File: src/rtl/alu_seq_if.sv
// Operand/result bundle between the execute-stage operand muxes and the ALU.
// No latency of its own; pure wiring.
// No backpressure: the requester watches Busy/Done, Start is ignored while Busy.
interface alu_seq_if #(
  parameter int WIDTH = 16
);
  logic             Start;
  logic [3:0]       Op;
  logic [WIDTH-1:0] Oprnd_A;
  logic [WIDTH-1:0] Oprnd_B;
  logic             Busy;
  logic             Done;
  logic [WIDTH-1:0] Result;
  logic             Zro_Flag;
  logic             Neg_Flag;
  logic             Carry_Flag;
  logic             Ovf_Flag;

  // Requester side (operand muxes / testbench)
  modport master (
    output Start, Op, Oprnd_A, Oprnd_B,
    input  Busy, Done, Result, Zro_Flag, Neg_Flag, Carry_Flag, Ovf_Flag
  );

  // ALU side
  modport slave (
    input  Start, Op, Oprnd_A, Oprnd_B,
    output Busy, Done, Result, Zro_Flag, Neg_Flag, Carry_Flag, Ovf_Flag
  );
endinterface

File: src/rtl/alu_seq.sv
// Multi-cycle ALU: single-cycle add/sub/logic, bit-serial shifts, shift-add multiply.
// Latency: 1 edge for single-cycle ops, n edges for shifts by n, WIDTH edges for MUL/MULH.
// Backpressure: Busy high while iterating; Start is ignored until Busy drops.
module alu_seq #(
  parameter int WIDTH  = 16,
  parameter bit MUL_EN = 1'b1
) (
  input  logic      Clk,
  input  logic      Reset_N,
  alu_seq_if.slave  alu_if
);
  localparam int SHW = $clog2(WIDTH);

  localparam logic [3:0] OP_ADD  = 4'd0,  OP_ADC  = 4'd1,  OP_SUB  = 4'd2,  OP_SBB = 4'd3;
  localparam logic [3:0] OP_AND  = 4'd4,  OP_OR   = 4'd5,  OP_XOR  = 4'd6,  OP_NOTA = 4'd7;
  localparam logic [3:0] OP_PASSB = 4'd8, OP_SHL  = 4'd9,  OP_SHR  = 4'd10, OP_SAR = 4'd11;
  localparam logic [3:0] OP_ROL  = 4'd12, OP_MUL  = 4'd13, OP_MULH = 4'd14;

  localparam logic [SHW:0] CNT_ONE = (SHW+1)'(1);
  localparam logic [SHW:0] CNT_MUL = (SHW+1)'(WIDTH);

  typedef enum logic [1:0] {IDLE, SHIFT, MUL} state_t;

  state_t             r_state;
  logic [WIDTH-1:0]   r_result;
  logic               r_zro, r_neg, r_carry, r_ovf, r_done;
  logic [3:0]         r_op;
  logic [WIDTH-1:0]   r_sh;
  logic [SHW:0]       r_cnt;
  logic [2*WIDTH-1:0] r_prod;
  logic [WIDTH-1:0]   r_mcand;

  state_t             w_state_nxt;
  logic               w_fin, w_c, w_v, w_load_sh, w_load_mul;
  logic [WIDTH-1:0]   w_res;
  logic [WIDTH-1:0]   w_alu_res;
  logic               w_alu_c, w_alu_v;
  logic [WIDTH:0]     w_sum;
  logic [WIDTH-1:0]   w_sh_nxt;
  logic               w_sh_out;
  logic [WIDTH:0]     w_msum;
  logic [2*WIDTH-1:0] w_prod_nxt;
  logic               w_is_shift, w_is_mul;
  logic [SHW-1:0]     w_cnt;

  wire  [WIDTH-1:0]   w_a = alu_if.Oprnd_A;
  wire  [WIDTH-1:0]   w_b = alu_if.Oprnd_B;
  wire  [WIDTH:0]     w_cin = {{WIDTH{1'b0}}, r_carry};

  assign alu_if.Busy       = (r_state != IDLE);
  assign alu_if.Done       = r_done;
  assign alu_if.Result     = r_result;
  assign alu_if.Zro_Flag   = r_zro;
  assign alu_if.Neg_Flag   = r_neg;
  assign alu_if.Carry_Flag = r_carry;
  assign alu_if.Ovf_Flag   = r_ovf;

  assign w_cnt      = w_b[SHW-1:0];
  assign w_is_shift = (alu_if.Op == OP_SHL) || (alu_if.Op == OP_SHR) ||
                      (alu_if.Op == OP_SAR) || (alu_if.Op == OP_ROL);
  assign w_is_mul   = MUL_EN && ((alu_if.Op == OP_MUL) || (alu_if.Op == OP_MULH));

  // Single-cycle result from the live operands; carry-in is the currently latched Carry_Flag
  always_comb begin
    w_alu_res = '0;
    w_alu_c   = 1'b0;
    w_alu_v   = 1'b0;
    w_sum     = '0;
    case (alu_if.Op)
      OP_ADD, OP_ADC: begin
        w_sum     = {1'b0, w_a} + {1'b0, w_b} + ((alu_if.Op == OP_ADC) ? w_cin : '0);
        w_alu_res = w_sum[WIDTH-1:0];
        w_alu_c   = w_sum[WIDTH];
        w_alu_v   = (w_a[WIDTH-1] == w_b[WIDTH-1]) && (w_sum[WIDTH-1] != w_a[WIDTH-1]);
      end
      OP_SUB, OP_SBB: begin
        w_sum     = {1'b0, w_a} - {1'b0, w_b} - ((alu_if.Op == OP_SBB) ? w_cin : '0);
        w_alu_res = w_sum[WIDTH-1:0];
        w_alu_c   = w_sum[WIDTH];
        w_alu_v   = (w_a[WIDTH-1] != w_b[WIDTH-1]) && (w_sum[WIDTH-1] != w_a[WIDTH-1]);
      end
      OP_AND:   w_alu_res = w_a & w_b;
      OP_OR:    w_alu_res = w_a | w_b;
      OP_XOR:   w_alu_res = w_a ^ w_b;
      OP_NOTA:  w_alu_res = ~w_a;
      OP_PASSB: w_alu_res = w_b;
      // Only reached with a zero shift count: A passes through, C stays 0
      OP_SHL, OP_SHR, OP_SAR, OP_ROL: w_alu_res = w_a;
      // Reserved (and MUL/MULH when multiply is not built)
      default:  w_alu_res = '0;
    endcase
  end

  // One shift/rotate step on the working register, plus the bit that falls out
  always_comb begin
    w_sh_nxt = r_sh;
    w_sh_out = 1'b0;
    case (r_op)
      OP_SHL: begin w_sh_nxt = {r_sh[WIDTH-2:0], 1'b0};          w_sh_out = r_sh[WIDTH-1]; end
      OP_SHR: begin w_sh_nxt = {1'b0, r_sh[WIDTH-1:1]};          w_sh_out = r_sh[0];       end
      OP_SAR: begin w_sh_nxt = {r_sh[WIDTH-1], r_sh[WIDTH-1:1]}; w_sh_out = r_sh[0];       end
      OP_ROL: begin w_sh_nxt = {r_sh[WIDTH-2:0], r_sh[WIDTH-1]}; w_sh_out = r_sh[WIDTH-1]; end
      default: begin w_sh_nxt = r_sh; w_sh_out = 1'b0; end
    endcase
  end

  // One shift-add multiply step: conditionally add multiplicand into the high half, then shift right
  always_comb begin
    w_msum     = {1'b0, r_prod[2*WIDTH-1:WIDTH]} + (r_prod[0] ? {1'b0, r_mcand} : '0);
    w_prod_nxt = {w_msum, r_prod[WIDTH-1:1]};
  end

  // FSM next state and completion decode
  always_comb begin
    w_state_nxt = r_state;
    w_fin       = 1'b0;
    w_res       = r_result;
    w_c         = 1'b0;
    w_v         = 1'b0;
    w_load_sh   = 1'b0;
    w_load_mul  = 1'b0;
    case (r_state)
      IDLE: begin
        if (alu_if.Start) begin
          if (w_is_shift && (w_cnt != '0)) begin
            w_state_nxt = SHIFT;
            w_load_sh   = 1'b1;
          end else if (w_is_mul) begin
            w_state_nxt = MUL;
            w_load_mul  = 1'b1;
          end else begin
            w_fin = 1'b1;
            w_res = w_alu_res;
            w_c   = w_alu_c;
            w_v   = w_alu_v;
          end
        end
      end
      SHIFT: begin
        if (r_cnt == CNT_ONE) begin
          w_state_nxt = IDLE;
          w_fin       = 1'b1;
          w_res       = w_sh_nxt;
          w_c         = w_sh_out;
        end
      end
      MUL: begin
        if (r_cnt == CNT_ONE) begin
          w_state_nxt = IDLE;
          w_fin       = 1'b1;
          if (r_op == OP_MULH) begin
            w_res = w_prod_nxt[2*WIDTH-1:WIDTH];
          end else begin
            w_res = w_prod_nxt[WIDTH-1:0];
            w_c   = |w_prod_nxt[2*WIDTH-1:WIDTH];
            w_v   = |w_prod_nxt[2*WIDTH-1:WIDTH];
          end
        end
      end
      default: w_state_nxt = IDLE;
    endcase
  end

  // State register
  always_ff @(posedge Clk or negedge Reset_N) begin
    if (!Reset_N) r_state <= IDLE;
    else          r_state <= w_state_nxt;
  end

  // Architectural result/flags: written only on a completion edge
  always_ff @(posedge Clk or negedge Reset_N) begin
    if (!Reset_N) begin
      r_done   <= 1'b0;
      r_result <= '0;
      r_zro    <= 1'b0;
      r_neg    <= 1'b0;
      r_carry  <= 1'b0;
      r_ovf    <= 1'b0;
    end else begin
      r_done <= w_fin;
      if (w_fin) begin
        r_result <= w_res;
        r_zro    <= (w_res == '0);
        r_neg    <= w_res[WIDTH-1];
        r_carry  <= w_c;
        r_ovf    <= w_v;
      end
    end
  end

  // Iteration working state: shift register, product register, step counter
  always_ff @(posedge Clk or negedge Reset_N) begin
    if (!Reset_N) begin
      r_op    <= '0;
      r_sh    <= '0;
      r_cnt   <= '0;
      r_prod  <= '0;
      r_mcand <= '0;
    end else if (w_load_sh) begin
      r_op  <= alu_if.Op;
      r_sh  <= w_a;
      r_cnt <= {1'b0, w_cnt};
    end else if (w_load_mul) begin
      r_op    <= alu_if.Op;
      r_prod  <= {{WIDTH{1'b0}}, w_b};
      r_mcand <= w_a;
      r_cnt   <= CNT_MUL;
    end else if (r_state == SHIFT) begin
      r_sh  <= w_sh_nxt;
      r_cnt <= r_cnt - CNT_ONE;
    end else if (r_state == MUL) begin
      r_prod <= w_prod_nxt;
      r_cnt  <= r_cnt - CNT_ONE;
    end
  end
endmodule

File: src/flat_wrapper.sv
// flat-port wrapper written by rule: the top's interface ports become plain ports
module alu_seq_flat 
#(
  parameter int WIDTH  = 16,
  parameter bit MUL_EN = 1'b1
)
  (Clk, Reset_N, alu_if_Start, alu_if_Op, alu_if_Oprnd_A, alu_if_Oprnd_B, alu_if_Busy, alu_if_Done, alu_if_Result, alu_if_Zro_Flag, alu_if_Neg_Flag, alu_if_Carry_Flag, alu_if_Ovf_Flag);
  alu_seq_if #(.WIDTH(WIDTH)) alu_if_i ();
  input  logic Clk;
  input  logic Reset_N;
  input wire logic [$bits(alu_if_i.Start)-1:0] alu_if_Start;
  input wire logic [$bits(alu_if_i.Op)-1:0] alu_if_Op;
  input wire logic [$bits(alu_if_i.Oprnd_A)-1:0] alu_if_Oprnd_A;
  input wire logic [$bits(alu_if_i.Oprnd_B)-1:0] alu_if_Oprnd_B;
  output wire logic [$bits(alu_if_i.Busy)-1:0] alu_if_Busy;
  output wire logic [$bits(alu_if_i.Done)-1:0] alu_if_Done;
  output wire logic [$bits(alu_if_i.Result)-1:0] alu_if_Result;
  output wire logic [$bits(alu_if_i.Zro_Flag)-1:0] alu_if_Zro_Flag;
  output wire logic [$bits(alu_if_i.Neg_Flag)-1:0] alu_if_Neg_Flag;
  output wire logic [$bits(alu_if_i.Carry_Flag)-1:0] alu_if_Carry_Flag;
  output wire logic [$bits(alu_if_i.Ovf_Flag)-1:0] alu_if_Ovf_Flag;
  assign alu_if_i.Start = alu_if_Start;
  assign alu_if_i.Op = alu_if_Op;
  assign alu_if_i.Oprnd_A = alu_if_Oprnd_A;
  assign alu_if_i.Oprnd_B = alu_if_Oprnd_B;
  assign alu_if_Busy = alu_if_i.Busy;
  assign alu_if_Done = alu_if_i.Done;
  assign alu_if_Result = alu_if_i.Result;
  assign alu_if_Zro_Flag = alu_if_i.Zro_Flag;
  assign alu_if_Neg_Flag = alu_if_i.Neg_Flag;
  assign alu_if_Carry_Flag = alu_if_i.Carry_Flag;
  assign alu_if_Ovf_Flag = alu_if_i.Ovf_Flag;
  alu_seq #(.WIDTH(WIDTH), .MUL_EN(MUL_EN)) u_core (.Clk(Clk), .Reset_N(Reset_N), .alu_if(alu_if_i));
endmodule
File: config.mk
export PLATFORM = sky130hd
export DESIGN_NAME = alu_seq_flat
export DESIGN_NICKNAME = d
export VERILOG_FILES = /design/src/rtl/alu_seq_if.sv /design/src/rtl/alu_seq.sv /design/src/flat_wrapper.sv
export SDC_FILE = /design/constraint.sdc
export NUM_CORES = 1
export LEC_CHECK = 0
export BUFFER_PORTS_ARGS = -buffer_cell sky130_fd_sc_hd__buf_4
export CORE_MARGIN = 2
export CORE_UTILIZATION = 25
export DETAILED_ROUTE_END_ITERATION = 7
export SLEW_MARGIN = 20
export SYNTH_ARGS = -nofsm -noshare
export SYNTH_HDL_FRONTEND = slang
export SYNTH_SLANG_ARGS = --single-unit
File: constraint.sdc
create_clock -name Clk -period 4.42 [get_ports Clk]
set_clock_uncertainty 0.05 [all_clocks]
set_input_delay 0.884 -clock Clk [delete_from_list [all_inputs] [get_ports Clk]]
set_output_delay 0.884 -clock Clk [all_outputs]
set_load 0.02 [all_outputs]
==> summary.md, run 1 <==
| Metric | Value |
|---|---|
| Status | `complete, no violations` |
| Core Rows | `between 70 and 80` |
| Clock buffer count from CTS | `9` |
| Prevailing post-synth register cell | `dfrtp_1` |
| Post-synth cell types | `86` |
| Endpoints failing setup | `0` |
| Dpl hpwl | `34.5 mm` |
| Port Buffers | `60` |
| GR peak layer | `met2` |
| Pleak | `5.31 nW` |
| Proportion of layout cells with a drive suffix above 1 | `between 10% and 20%` |
| Least-Margin Pin Slew | `around 1100 ps` |
| Clock slew at reported path FFs | `70 ps` |
| Part of the power in the clock network | `12.0%` |
| Share of synthesized registers carrying an async set or reset | `100%` |
| Int Power | `roughly 3.5 mW` |
| Io pins | `slightly above 60` |
| Post-Route WL | `roughly 42 mm` |
| Die height | `200 um` |
| Total grt overflow | `0` |
| Core area | `37800 um2` |
| Worst vdd ir | `0.212 mV` |
| Post-route ant nets | `0` |
| WHS | `approximately 430 ps` |
| Overall routing resource usage | `roughly a fifth` |
| Endpoints failing hold | `0` |
| Met1 GRT Util | `a little under 30%` |
| Met3 GRT Util | `3.28%` |
| Yosys reg bits | `95` |
| WL per Instance | `~22 um` |
| Finished Cell Area | `approximately 12000 um2` |
| Max Cap Violations | `0` |
| CP arrival | `between 4000 and 5000 ps` |
| Clk sinks | `95` |
| Pin count of the biggest net entering global routing | `52` |
| Pre-antenna DRT Iters | `6` |
| Clock tree from TritonCTS | `done` |
| Number of synthesized flops with an enable pin | `0` |
| Logic gate share of total power | `approximately 63%` |
| Hold Buf Count CTS | `0` |
| Die width | `~200 um` |
| M2 GR Usage | `between 30% and 40%` |
| CTS Root Cell | `clkbuf_16` |
| Leading area contributor after synthesis | `dfrtp_1` |
| Final Cycle Share | `between 90% and 100%` |
| Post-synthesis sequential area ratio | `24.7%` |
| Switching share of power | `49.9%` |
| Leading post-synthesis cells by cell area | `dfrtp_1, ha_1, a21oi_1, o21ai_0, nand2_1` |
| Crit-path max FO | `4` |
| Max-slew headroom | `27.3%` |
| Via/cell ratio | `~5.5` |
| Setup total negative slack | `0 ps` |
| RSZ-0062 raised after global routing | `yes` |
| Die area | `~40000 um2` |
| Area growth syn-to-layout | `23.5%` |
| Setup bufs post-CTS | `0` |
| Post-Syn Nets | `about 1400` |
| Final Critical Period | `approximately 4300 ps` |
| Kind of critical path | `in -> reg` |
| NetSw | `between 3 and 4 mW` |
| PD cells | `591 nW/um2` |
| WP data required | `~4700 ps` |
| Deepest clock path buffer count | `2` |
| Cell area after synthesis | `just under 10000 um2` |
| DR iter-0 viols | `1151` |
| FMAX | `231 MHz` |
| Nets@finish | `approximately 1500` |
| Placed inst area | `about 12000 um2` |
| CTS H-tree lvls | `3` |
| Global-route wire length before repair | `roughly 62 mm` |
| Max-slew violation count | `0` |
| Routed vias | `between 10000 and 15000` |
| Worst-Skew Late Latency | `around 370 ps` |
| CP Launch Type | `input pin` |
| Hold crit path type | `reg -> reg` |
| Initial Utilization | `approximately 25%` |
| Crit end category | `flip-flop` |
| Syn avg cell area | `7.80 um2` |
| Post-synth top area share | `around a quarter` |
| Vias in the first global route | `9677` |
| Register share of total power | `24.6%` |
| Gpl congestion | `roughly 1.0` |
| Mapped Cells | `roughly 1200` |
| Initial antenna violation count | `3` |
| Yosys warns | `0` |
| Residual DRC count | `0` |
==> routing by layer <==
layer  wire length [um]  vias up
met3               3870       84
met4               1470        0
met5                  0        -
li1                   -     4836
met2              18500      546
met1              18300     5021
==> metrics by stage <==
stage / setup WS (ps) / cells / power (mW) / utilization [%]
6_report: 97.6 / 1891 / 7.01 / 31.4
3_5_place_dp: -237 / 1873 / 6.07 / 30.5
2_1_floorplan: 25.1 / 1232 / 4.28 / -
4_1_cts: 160 / 1889 / 6.94 / 31.4
3_3_place_gp: -147 / 1873 / 6.03 / 30.5
5_1_grt: -87.0 / 1889 / 7.47 / 31.4
==> layout by cell type, fill, tap and decap left out, types with 11 or more instances in the layout <==
cell and instances:
nand2b_1 14, and3_1 15, mux2i_1 30, a22o_1 19, inv_1 71, a21o_1 14
and2_1 25, o21ai_0 98, a31oi_1 27, buf_4 199, o31ai_1 11, nand2_1 120
a22oi_1 11, nand3_1 28, a211oi_1 12, nor2b_1 11, xnor2_1 13, ha_1 84
a21oi_1 107, o22ai_1 26, nor2_1 106, nor3_1 17, dfrtp_1 95, xor2_1 18
==> synth_stat cells, types with 8 or more instances <==
master and count:
nand2_1 120, a21oi_1 109, nor2_1 107, o21ai_0 100, dfrtp_1 95, ha_1 84, inv_1 71, clkbuf_1 52
mux2i_1 30, nand3_1 28, a31oi_1 27, o22ai_1 26, and2_1 25, a22o_1 19, nor3_1 18, xor2_1 18
and3_1 15, buf_2 15, a21o_1 14, nand2b_1 14, xnor2_1 13, a211oi_1 12, o31ai_1 12, a22oi_1 11
nor2b_1 11, nand3b_1 9, nand4_1 9, o211ai_1 9, a221o_1 8, a32oi_1 8, mux2_2 8
==> path summary, 6_finish.rpt <==
check                      slack [ps]                 endpoint  cells past startpoint               from
max                               100   u_core.alu_if.Zro_Flag                     15       alu_if_Op[3]
min                               430        u_core.r_mcand[8]                      2  u_core.r_mcand[8]
max reg2reg                       280   u_core.alu_if.Zro_Flag                     13  u_core.r_mcand[0]
min reg2reg                       430        u_core.r_mcand[8]                      2  u_core.r_mcand[8]
max in group asynchronous        2970  u_core.alu_if.Result[0]                      2            Reset_N
min in group asynchronous         510        u_core.r_mcand[7]                      1            Reset_N
==> critical path, cell delays in order <==
cell and delay, ps:
buf_4 140, nor3b_2 220, nand3_1 120, fa_1 450, fa_1 440, o211a_1 260, o2111ai_1 310, a2111oi_0 170
nor3_1 370, o311ai_1 130, a221o_1 290, a21oi_2 210, o2111ai_1 160, nor4_2 250, a32o_1 190
==> registers in the layout, indices dropped and copies added, names as in the netlist, 2 cells and up <==
register              count
u_core.r_state            2
u_core.r_mcand           16
u_core.r_sh              16
u_core.r_cnt              5
u_core.r_prod            32
u_core.r_op               4
u_core.alu_if.Result     16
==> what timing repair did <==
item / CTS / global route
hold endpoints to repair: 0 / 0
endpoints found under the setup margin: 0 / 3
resized for setup: 0 / 3
==> cell families (layout without fill, tap and decap cells) <==
family	Yosys count	in the layout	synth area share [%]
AO/OA/AOI/OAI	437	437	29.9
AND/OR/NAND/NOR	394	394	20.0
buffers and inverters	145	291	6.06
flip-flops	95	95	24.7
adder cells (fa/ha/maj)	90	90	12.1
multiplexers	38	38	4.06
XOR/XNOR	33	33	3.16
other	0	2	0
==> power by group through the flow <==
stage	Clock, mW	Combinational (mW)	Sequential [mW]
2_1_floorplan	0	2.66	1.62
3_3_place_gp	0	4.32	1.71
3_5_place_dp	0	4.35	1.72
4_1_cts	0.864	4.37	1.71
5_1_grt	0.904	4.80	1.77
6_report	0.844	4.44	1.73
==> area by class of cell <==
| cell class | instances | area [um2] |
|---|---|---|
| Antenna cell | 2 | 5.00 |
| Clock buffer | 10 | 239 |
| Clock inverter | 6 | 75.1 |
| Fill cell | 4065 | 25900 |
| Inverter | 73 | 274 |
| Multi-Input combinational cell | 992 | 6700 |
| Sequential cell | 95 | 2380 |
| Tap cell | 511 | 639 |
| Timing Repair Buffer | 202 | 1550 |
No activity file was read; power rests on OpenSTA's default activity.
==> inputs of run 2 (changes only) <==
--- a/config.mk
+++ b/config.mk
@@ -9,6 +9,8 @@
 export CORE_MARGIN = 2
 export CORE_UTILIZATION = 25
 export DETAILED_ROUTE_END_ITERATION = 7
+export PLACE_DENSITY = 0.47
+export SKIP_CTS_REPAIR_TIMING = 1
 export SLEW_MARGIN = 20
 export SYNTH_ARGS = -nofsm -noshare
 export SYNTH_HDL_FRONTEND = slang
==> run 2 against run 1 <==
Design area down 0.33%. Count of clock-buffer cells in the layout down 1. Utilization down 0.10 points. Sequential cell count unchanged. Non-clock buffer count down 7.
==> summary.md, run 2 (synthesized netlist as in run 1, its figures left out) <==
| Metric | Value |
|---|---|
| Endpoints failing setup | `0` |
| Worst path buffer plus inverter count | `3` |
| Multi-input gate area | `6740 um2` |
| Max reg flops | `32` |
| Hold crit path type | `reg -> reg` |
| Pre-antenna DRT Iters | `5` |
| Overall Power | `roughly 7 mW` |
| Stages on the worst setup path | `17` |
| Critical-path top delay cell | `fa_1` |
| WHS | `approximately 430 ps` |
| CP dominant cell by count | `buf_4` |
| Commonest non-fill, non-tap cell in the layout | `buf_4` |
| Crit path launch | `alu_if_Op[1]` |
| Port Buffers | `60` |
| WL per Instance | `roughly 23 um` |
| CP arrival | `roughly 4500 ps` |
| WP data required | `4680 ps` |
| Proportion of layout cells with a drive suffix above 1 | `18.3%` |
| Kind of critical path | `in -> reg` |
| Residual DRC count | `0` |
| Endpoints failing hold | `0` |
| Max Cap Violations | `0` |
| Clk sinks | `95` |
| Initial antenna violation count | `0` |
| Pin count of the biggest net entering global routing | `49` |
| Status | `complete, no violations` |
| Pleak | `roughly 5.3 nW` |
| Clock tree from TritonCTS | `done` |
| Vias in the first global route | `about 10000` |
| Placed inst area | `about 11000 um2` |
| Post-route ant nets | `0` |
| Area growth syn-to-layout | `23.1%` |
| RSZ-0062 raised after global routing | `yes` |
| Final Critical Period | `4250 ps` |
| Finished Layout Cells | `1882` |
| Max-slew headroom | `a little under two fifths` |
| Max-slew violation count | `0` |
| Overall routing resource usage | `around 22%` |
| Die area | `about 40000 um2` |
| Worst-Skew Late Latency | `370 ps` |
| CP Launch Type | `input pin` |
| FF-to-FF setup slack | `between 300 and 400 ps` |
| Register-to-Register Path Depth | `13` |
| Core area | `between 30000 and 40000 um2` |
| Global-route wire length before repair | `approximately 65 mm` |
| CP cell instances | `buf_4 > nor3_4 > nand3_1 > fa_1 > fa_1 > nand2b_1 > a21oi_2 > o21ai_1 > buf_4 > mux2i_1 > o31ai_2 > buf_4 > nand4_1 > a32oi_2 > o2111ai_1 > nor4_2 > a32o_1` |
| Crit-path max FO | `4` |
| Nets@finish | `approximately 1500` |
| DP Worst Slack | `-364 ps` |
| Io pins | `61` |
| PD cells | `between 500 and 600 nW/um2` |
| Post-placement cell count | `~1900` |
| Die height | `200 um` |
| Setup total negative slack | `0 ps` |
| Initial Utilization | `25.4%` |
| Crit path to | `u_core.alu_if.Zro_Flag` |
| Final Cycle Share | `between 90% and 100%` |
| Final worst slack | `between 150 and 200 ps` |
| Reg2reg start | `u_core.r_mcand[0]` |
| Post-Route WL | `roughly 44 mm` |
| Reg2reg end | `u_core.alu_if.Zro_Flag` |
| Dpl hpwl | `about 36 mm` |
| Finished Cell Area | `11800 um2` |
| CTS H-tree lvls | `3` |
| Layout fillers | `4045` |
| Reg with most FFs | `u_core.r_prod` |
| Least-Margin Pin Slew | `just over 900 ps` |
| Worst vdd ir | `roughly 0.23 mV` |
| Util after Layout | `a little under a third` |
| Clock slew at reported path FFs | `80 ps` |
| Top cell family by delay on the critical path | `compound AO/OA/AOI/OAI gates` |
| Gpl congestion | `~0.96` |
| Die width | `200 um` |
| Routed vias | `10230` |
| Register Area | `2380 um2` |
| CTS Root Cell | `clkbuf_16` |
| Most frequent cells in the layout | `buf_4, nand2_1, a21oi_1, nor2_1, o21ai_0` |
| Antenna cells | `0` |
| Crit-path max cell delay | `between 400 and 500 ps` |
| Hold_sp | `u_core.r_mcand[15]` |
| DR iter-0 viols | `around 850` |
| Crit end category | `flip-flop` |
| FMAX | `235 MHz` |
| Via/cell ratio | `between 5 and 6` |
| Deepest clock path buffer count | `2` |
| Core Rows | `71` |
| Clock buffer count from CTS | `9` |
| Total grt overflow | `0` |
## run 2: worst min-delay path by stage
stage / to / slack (ps) / depth (start not counted)
after global routing: u_core.r_mcand[15] / 470 / 2
final: u_core.r_mcand[15] / 430 / 2
after CTS: u_core.r_mcand[13] / 430 / 2
after detailed placement: u_core.r_mcand[13] / 420 / 2
after global placement: u_core.r_mcand[14] / 410 / 2
after floorplan: u_core.r_mcand[15] / 390 / 2
## run 2: area by class of cell
cell class | count | area share, %
flip-flops and latches | 95 | 20.1
multi-input cells | 992 | 57.0
repair buffers | 195 | 12.6
clock inverters | 7 | 0.730
clock buffers | 9 | 1.90
inverters | 73 | 2.32
well taps | 511 | 5.41
## run 2: routing by layer
metal  up-vias  GRT usage, %  wire length [um]
met5         -             0                 0
met4         0          6.47              1040
met3        42          1.80              2070
met2       319          35.8             20200
met1      5053          31.4             20500
li1       4816             -                 -
## run 2: where the power goes
part           switching [mW]  internal (mW)
clock network           0.403          0.453
registers               0.461           1.27
logic                    2.70           1.74
total                    3.56           3.46
## run 2: worst min-delay path, cell delays in order, from the launching register on
cell and delay, ps:
dfrtp_1 340, nand2_1 40, o21ai_0 60
==> inputs of run 3 (changes only) <==
==> constraint.sdc (replaced) <==
create_clock -name Clk -period 4.3 [get_ports Clk]
set_clock_uncertainty 0.05 [all_clocks]
set_input_delay 0.86 -clock Clk [delete_from_list [all_inputs] [get_ports Clk]]
set_output_delay 0.86 -clock Clk [all_outputs]
set_load 0.02 [all_outputs]
==> run 3 against run 2 <==
Non-clock buffer count rose by 22. Routed wire length rose by 0.91%. Highest routed layer unchanged. Critical path type unchanged. Clock power fell by 4.2%. Sequential power rose by 2%. Largest cell class unchanged.
==> summary.md, run 3 (synthesized netlist as in run 1, its figures left out) <==
| Metric | Value |
|---|---|
| Status | `complete, no violations` |
| Initial Utilization | `25.4%` |
| CP arrival | `between 4000 and 5000 ps` |
| Max reg flops | `32` |
| Most frequent cells in the layout | `buf_4, nand2_1, a21oi_1, nor2_1, o21ai_0` |
| Finished Cell Area | `approximately 12000 um2` |
| NetSw | `between 3 and 4 mW` |
| Max-slew headroom | `50.3%` |
| Io pins | `61` |
| Clock buffer count from CTS | `9` |
| Total grt overflow | `0` |
| Crit-path max cell delay | `roughly 430 ps` |
| Pleak | `about 5.4 nW` |
| Routed vias | `about 10000` |
| Post-placement cell count | `1886` |
| Antenna cells | `0` |
| CP cell instances | `buf_4 > nor3b_4 > nand3_1 > fa_1 > fa_1 > o21ai_0 > nand2b_1 > xnor2_1 > o221a_2 > a31oi_1 > o31ai_1 > nor4b_2 > buf_4 > o2111ai_1 > nor4_2 > a32o_1` |
| Via/cell ratio | `roughly 5.5` |
| Post-Route WL | `44.2 mm` |
| Top cell family by delay on the critical path | `compound AO/OA/AOI/OAI gates` |
| Critical-path top delay cell | `fa_1` |
| Post-route ant nets | `0` |
| RSZ-0062 raised after global routing | `no` |
| Global-route wire length before repair | `65.2 mm` |
| Die width | `between 200 and 250 um` |
| GR peak layer | `met2` |
| Core area | `about 38000 um2` |
| Die area | `roughly 40000 um2` |
| Reg with most FFs | `u_core.r_prod` |
| Worst vdd ir | `between 0.2 and 0.25 mV` |
| Part of the power in the clock network | `11.4%` |
| Finished Layout Cells | `1904` |
| M2 GR Usage | `35.4%` |
| Final Critical Period | `4110 ps` |
| CTS H-tree lvls | `3` |
| Kind of critical path | `in -> reg` |
| Gpl congestion | `around 1` |
| Endpoints failing hold | `0` |
| WL per Instance | `23.2 um` |
| Nets@finish | `around 1500` |
| Met3 GRT Util | `under 10%` |
| Endpoints failing setup | `0` |
| Core Rows | `between 70 and 80` |
| CTS Root Cell | `clkbuf_16` |
| Initial antenna violation count | `0` |
| Crit end category | `flip-flop` |
| Placed inst area | `between 10000 and 15000 um2` |
| PD cells | `between 600 and 700 nW/um2` |
| Deepest clock path buffer count | `2` |
| Register share of total power | `between 20 and 25%` |
| Port Buffers | `60` |
| Worst-Skew Late Latency | `360 ps` |
| Commonest non-fill, non-tap cell in the layout | `buf_4` |
| DR iter-0 viols | `1042` |
| WP data required | `4550 ps` |
| Clock tree from TritonCTS | `done` |
| Hold crit path type | `in -> async` |
| Max-slew violation count | `0` |
| Pin count of the biggest net entering global routing | `72` |
| Int Power | `3.54 mW` |
| FMAX | `243 MHz` |
| Worst path buffer plus inverter count | `2` |
| Switching share of power | `around half` |
| WHS | `between 300 and 400 ps` |
| Vias in the first global route | `between 9000 and 10000` |
| Die height | `around 200 um` |
| Final Cycle Share | `~96%` |
| Crit-path max FO | `3` |
| Clk sinks | `95` |
| Logic gate share of total power | `between 60 and 70%` |
| Clock slew at reported path FFs | `around 80 ps` |
| Proportion of layout cells with a drive suffix above 1 | `around 20%` |
| Overall routing resource usage | `22.2%` |
| Dpl hpwl | `between 30 and 40 mm` |
| Pre-antenna DRT Iters | `6` |
| Met1 GRT Util | `31.5%` |
| CP Launch Type | `input pin` |
| Least-Margin Pin Slew | `between 700 and 800 ps` |
| Residual DRC count | `0` |
| Area growth syn-to-layout | `24.9%` |
| Max Cap Violations | `0` |
| Layout fillers | `roughly 4000` |
[run 3: final cells by class]
class | instances | area (um2) | share of cell area (%)
clock buffers | 10 | 239 | 1.99
inverters | 73 | 274 | 2.28
well taps | 511 | 639 | 5.33
multi-input cells | 992 | 6750 | 56.3
flip-flops and latches | 95 | 2380 | 19.8
clock inverters | 6 | 51.3 | 0.428
repair buffers | 217 | 1670 | 13.9
[run 3: power groups by stage]
stage	sequential, mW	combinational [mW]	clock [mW]
floorplan	1.66	2.75	0
detailed placement	1.77	4.53	0
CTS	1.76	4.55	0.831
finish	1.77	4.63	0.820
global placement	1.76	4.54	0
global route	1.82	5.02	0.871
[run 3: per-layer routing]
layer	vias to the layer above	wire length [um]
li1	4851	-
met1	5139	20600
met2	416	19800
met3	81	2270
met4	0	1560
met5	-	0
[run 3: metrics by stage]
step | total power, mW | setup TNS, ps | worst slack [ps] | utilization (%)
floorplan | 4.41 | 0 | 2.37 | -
global placement | 6.30 | -213 | -213 | 30.9
detailed placement | 6.30 | -299 | -299 | 30.9
CTS | 7.13 | 0 | 67.3 | 31.6
global route | 7.71 | 0 | 14.5 | 31.8
finish | 7.22 | 0 | 192 | 31.8
[run 3: worst paths after layout]
path | startpoint | end | slack, ps | cells after the start
worst max register to register | u_core.r_mcand[0] | u_core.alu_if.Zro_Flag | 230 | 13
min in group Clk | u_core.r_mcand[1] | u_core.r_mcand[1] | 430 | 2
max in group asynchronous | Reset_N | u_core.alu_if.Carry_Flag | 3080 | 2
worst max-delay path | alu_if_Op[2] | u_core.alu_if.Zro_Flag | 190 | 16
worst min register to register | u_core.r_mcand[1] | u_core.r_mcand[1] | 430 | 2
worst min-delay path | Reset_N | u_core.r_mcand[6] | 350 | 1
